$ cat src/rtl/uart_rx.sv
// ---------------------------------------------------------------------------
// uart_rx: UART receive half.
//
// Frame format on rx_line: start bit (0), 8 data bits LSB first, one even
// parity bit (XOR of the data byte), one stop bit (1). Every bit is
// BIT_COUNTS clock cycles long.
//
// Ports
//   clk        in   system clock
//   n_rst      in   asynchronous reset, active low
//   rx_line    in   serial input, asynchronous to clk, idles high
//   data       out  last received byte
//   rx_valid   out  one-cycle strobe: a frame completed
//   parity_err out  last frame's parity bit did not match XOR(data)
//   frame_err  out  last frame's stop bit was sampled low
//   busy       out  receiver FSM is not idle (also serves as state visibility)
//
// Output semantics: rx_valid is a plain strobe with no ready/backpressure.
// data, parity_err and frame_err change only in the cycle rx_valid is high
// and hold until the next strobe; the consumer must capture them on that
// cycle. Frames with errors still strobe rx_valid. Overrun is not detected.
// ---------------------------------------------------------------------------
module uart_rx #(
    parameter int BIT_COUNTS  = 20,
    parameter int HALF_COUNTS = BIT_COUNTS / 2,
    parameter int CNT_W       = 13
) (
    input  logic       clk,
    input  logic       n_rst,
    input  logic       rx_line,
    output logic [7:0] data,
    output logic       rx_valid,
    output logic       parity_err,
    output logic       frame_err,
    output logic       busy
);

    typedef enum logic [2:0] {
        S_IDLE   = 3'd0,
        S_START  = 3'd1,
        S_DATA   = 3'd2,
        S_PARITY = 3'd3,
        S_STOP   = 3'd4,
        S_BREAK  = 3'd5
    } state_t;

    localparam logic [CNT_W-1:0] HALF_LAST = CNT_W'(HALF_COUNTS - 1);
    localparam logic [CNT_W-1:0] BIT_LAST  = CNT_W'(BIT_COUNTS - 1);

    state_t           state;
    state_t           state_next;
    logic             sync_1;
    logic             rx_s;
    logic [CNT_W-1:0] cnt;
    logic [3:0]       bit_idx;
    logic [7:0]       shreg;
    logic             p_bit;
    logic             tick;
    logic             frame_done;

    // Two-flop synchroniser; both flops reset to the idle line level so
    // reset release never looks like a start bit.
    always_ff @(posedge clk or negedge n_rst) begin
        if (!n_rst) begin
            sync_1 <= 1'b1;
            rx_s   <= 1'b1;
        end else begin
            sync_1 <= rx_line;
            rx_s   <= sync_1;
        end
    end

    // START ticks after half a bit so all later samples land mid-bit.
    always_comb begin
        tick = 1'b0;
        case (state)
            S_START:                  tick = (cnt == HALF_LAST);
            S_DATA, S_PARITY, S_STOP: tick = (cnt == BIT_LAST);
            default:                  tick = 1'b0;
        endcase
    end

    assign frame_done = (state == S_STOP) && tick;

    // State register
    always_ff @(posedge clk or negedge n_rst) begin
        if (!n_rst) begin
            state <= S_IDLE;
        end else begin
            state <= state_next;
        end
    end

    // Next-state logic
    always_comb begin
        state_next = state;
        case (state)
            S_IDLE: begin
                if (!rx_s) state_next = S_START;
            end
            S_START: begin
                // A start bit that is high again at mid-bit was a glitch.
                if (tick) state_next = rx_s ? S_IDLE : S_DATA;
            end
            S_DATA: begin
                if (tick && (bit_idx == 4'd7)) state_next = S_PARITY;
            end
            S_PARITY: begin
                if (tick) state_next = S_STOP;
            end
            S_STOP: begin
                // A low stop bit means the line may be held in break; wait
                // for it to recover rather than retriggering on it.
                if (tick) state_next = rx_s ? S_IDLE : S_BREAK;
            end
            S_BREAK: begin
                if (rx_s) state_next = S_IDLE;
            end
            default: state_next = S_IDLE;
        endcase
    end

    // Bit-time counter: restarts on every state entry and on every tick so
    // consecutive data bits are each timed from the previous sample point.
    always_ff @(posedge clk or negedge n_rst) begin
        if (!n_rst) begin
            cnt <= '0;
        end else if ((state_next != state) || tick) begin
            cnt <= '0;
        end else if ((state == S_IDLE) || (state == S_BREAK)) begin
            cnt <= '0;
        end else begin
            cnt <= cnt + 1'b1;
        end
    end

    // Receive datapath: right-shift so the first bit ends up in bit 0.
    always_ff @(posedge clk or negedge n_rst) begin
        if (!n_rst) begin
            bit_idx <= 4'd0;
            shreg   <= 8'h00;
            p_bit   <= 1'b0;
        end else begin
            if ((state == S_START) && tick) begin
                bit_idx <= 4'd0;
            end else if ((state == S_DATA) && tick) begin
                bit_idx <= bit_idx + 4'd1;
                shreg   <= {rx_s, shreg[7:1]};
            end
            if ((state == S_PARITY) && tick) begin
                p_bit <= rx_s;
            end
        end
    end

    // Result registers, updated together with the strobe.
    always_ff @(posedge clk or negedge n_rst) begin
        if (!n_rst) begin
            data       <= 8'h00;
            rx_valid   <= 1'b0;
            parity_err <= 1'b0;
            frame_err  <= 1'b0;
        end else begin
            rx_valid <= frame_done;
            if (frame_done) begin
                data       <= shreg;
                parity_err <= p_bit ^ (^shreg);
                frame_err  <= ~rx_s;
            end
        end
    end

    assign busy = (state != S_IDLE);

endmodule
$ cat config.mk
export PLATFORM = sky130hd
export DESIGN_NAME = uart_rx
export DESIGN_NICKNAME = d
export VERILOG_FILES = /design/src/rtl/uart_rx.sv
export SDC_FILE = /design/constraint.sdc
export NUM_CORES = 1
export LEC_CHECK = 0
export CAP_MARGIN = 20
export CORE_AREA = 2 2 67 69
export DETAILED_ROUTE_END_ITERATION = 8
export DIE_AREA = 0 0 69 71
export PLACE_DENSITY = 0.68
export SETUP_SLACK_MARGIN = 0.1
export SYNTH_ARGS = -nofsm -noshare
export SYNTH_HDL_FRONTEND = slang
export SYNTH_SLANG_ARGS = --single-unit
$ cat constraint.sdc
create_clock -name clk -period 5 [get_ports clk]
set_input_delay 1 -clock clk [delete_from_list [all_inputs] [get_ports clk]]
set_output_delay 1 -clock clk [all_outputs]
set_load 0.02 [all_outputs]
==> impl_metrics.toml <==
[status]
run_status = "completed"

[synth]
synth_area_sq_um = 2040
flops_latches_synth = 42
ys_types = 46
ys.flop_type = "dfrtp_1"
async_reset_ff_share_pct = 100
synth_edf_count = 0
yosysSeqAreaShare_pct = 51.8
biggest_area_contributors_in_the_synthesized_netlist = "dfrtp_1 49%, mux2_2 10%, xnor2_1 5.2%"
yosys_warnings = 0
fraction_of_synthesized_cell_area_taken_by_the_top_area_cell_type_pct = 49.2
syn_avg_cell_area_sq_um = 11.8
synth.net_count = 177
synthCells = 172
post-synth-top-area-cell = "dfrtp_1"

[detailed_routing]
drtAntennaViolNets = 0
route.final.wire_length_um = 3510
via_count = 1334
detail_route.drc_violations = 0
drtPass1Iterations = 4
wire_per_inst_um = 14.7
vias_cell = 5.58
drt-initial-drc-count = 114

[place]
final_weighted_congestion_of_routability_driven_global_placement = 0.765
hpwlAfterDp_um = 2490
numPortBuffers = 14
dpl-instance-area_sq_um = 2200

[critical_path]
path_class = "reg -> out"
rr_endpoint = "data[6]"
worst-r2r-setup-slack_ns = 2.23
timing.critical_path.arrival_ns = 1.96
path_max_fanout = 18
cp_cell_sequence = "inv_1 > nand3_1 > clkdlybuf4s50_1"
worst_setup_path_end_kind = "primary output"
worstSetupEndpoint = "busy"
critPathMaxStageDelay_ns = 0.72
critPathLaunchType = "flop"
ff2ff_path_depth = 5
crit_required_ns = 4.00
cp_slowest_cell = "dfrtp_1"
crit-reg2reg-launch = "state[2]"
crit_path_start = "state[2]"

[timing]
worst_slew_pin_slew_ns = 0.893
hold_viol = 0
slew_viol_final = 0
slew-limit-headroom_pct = 40.5
fin_setup_tns_ns = 0
rsz0062_at_grt = "no"
fin_crit_ns = 2.96
clock_tree_skew_after_final_layout_ns = 0.0103
max_freq_ghz = 0.338
finalSetupViolations = 0
fin_crit_sh_pct = 59.2

[final_layout]
n_antenna_cell = 0
nets = 191
syn2layout_area_growth_pct = 12.8
mostFrequentLayoutCell = "dfrtp_1"
finalInstanceArea_sq_um = 2300
post_route_cells_drive_above_1_share_pct = 18.7
finalCoreUtilization_pct = 54.6
layout_common_cells = "40 x dfrtp_1, 18 x mux2_2, 13 x clkdlybuf4s50_1, 12 x nor2_1, 12 x xnor2_1"

[clocking]
tritoncts = "done"
clkSlewWorstSetupHoldPaths_ns = 0.08
total_cts_buffers = 5
post-cts-setup-buffers = 0
max-clock-path-buffers = 2
clock-root-buffer = "clkbuf_8"
cts_sinks = 42
ctsResizeCount = 0
htreeDepth = 2
worstSkewPairLatency_ns = 0.29
post_cts_hold_buffer_count = 0

[power]
cellLeakagePower_nw = 1.03
report.power.total_mw = 0.893
cellPowerDensity_nw_per_um2 = 389
ir_drop_mv = 0.182

[grt]
first_global_vias = 1357
antenna_found_initial = 0
grt_use_total_pct = 16.4
global_route_wire_length_before_repair_um = 6270
grt_max_degree = 43
grt.overflow.total = 0

[floorplan]
pin_count = 15
chipHeight_um = 71
placeableCoreArea_sq_um = 4200
die_x_um = 69
row_count = 24
die-area_sq_um = 4900
initial_core_util_pct = 48.4

[worst_hold_path]
hold_path.class = "reg -> reg"

[flow_run]
max-cap-violations = 0
cells by family (layout without fill, tap and decap cells):
| group | Yosys count | in the layout | synth area share, % |
|---|---|---|---|
| AO/OA/AOI/OAI | 21 | 21 | 8.54 |
| XOR/XNOR | 19 | 19 | 8.17 |
| AND/OR/NAND/NOR | 55 | 55 | 16.6 |
| multiplexers | 20 | 20 | 10.9 |
| flip-flops | 42 | 42 | 51.8 |
| adder cells (fa/ha/maj) | 2 | 2 | 1.23 |
| buffers and inverters | 13 | 28 | 2.77 |
power breakdown:
group          total [mW]  switching (mW)  leakage, nW  internal [mW]
clock network       0.225           0.112       0.0489          0.114
logic               0.225           0.129        0.412         0.0956
registers           0.443          0.0660        0.568          0.377
total               0.893           0.307         1.03          0.587
per-layer routing:
| metal | part of all wire, % | vias up | wire, um | track usage [%] |
|---|---|---|---|---|
| met4 | 1.7 | 0 | 61 | 7.19 |
| li1 | - | 636 | - | - |
| met5 | 0 | - | 0 | 0 |
| met3 | 2.7 | 6 | 95 | 4.84 |
| met2 | 51 | 15 | 1790 | 27.2 |
| met1 | 45 | 677 | 1570 | 19.9 |
sequential cells by signal (all words and copies together), names as in the netlist, 3 cells and up:
register and count:
data 8, bit_idx 4, state 3, cnt 13, shreg 8
worst min path at each step:
stage,start,end,slack (ns),cells past startpoint
3_3_place_gp,sync_1,rx_s,0.35,0
3_5_place_dp,sync_1,rx_s,0.35,0
4_1_cts,sync_1,rx_s,0.36,0
6_report,sync_1,rx_s,0.36,0
5_1_grt,sync_1,rx_s,0.37,0
2_1_floorplan,sync_1,rx_s,0.35,0
critical path, delay by kind of cell, from the launching register on:
family	cells	cell delay, ns
and+or+nand+nor	1	0.16
DFF	1	0.72
buffers and inverters	2	0.79
cell type report:
cell class / instances / area [sq um]
Sequential cell: 42 / 1050
Clock inverter: 1 / 8.76
Timing Repair Buffer: 14 / 135
Multi-Input combinational cell: 117 / 926
Tap cell: 52 / 65.1
Clock buffer: 7 / 86.3
Inverter: 6 / 22.5
Fill cell: 373 / 1910
stage by stage:
step | hold WS (ns) | instances | setup WS (ns)
after floorplan | 0.345 | 172 | 2.83
after detailed placement | 0.352 | 231 | 2.18
after global routing | 0.367 | 239 | 1.94
final | 0.360 | 239 | 2.04
after global placement | 0.347 | 231 | 2.37
after CTS | 0.363 | 239 | 2.05
Yosys cell counts (2+ instances only):
cell	instances
a21oi_1	2
a22o_1	2
and3_1	7
buf_2	3
clkbuf_1	3
dfrtp_1	40
dfstp_2	2
ha_1	2
inv_1	6
mux2_2	18
mux2i_1	2
nand2_1	9
nand2b_1	2
nand3_1	4
nand3b_1	3
nor2_1	12
nor2b_1	2
nor3_1	3
o21ai_0	4
o31ai_1	2
or3_1	2
xnor2_1	12
xor2_1	7
Note: power is estimated with default switching activity, not from simulation.
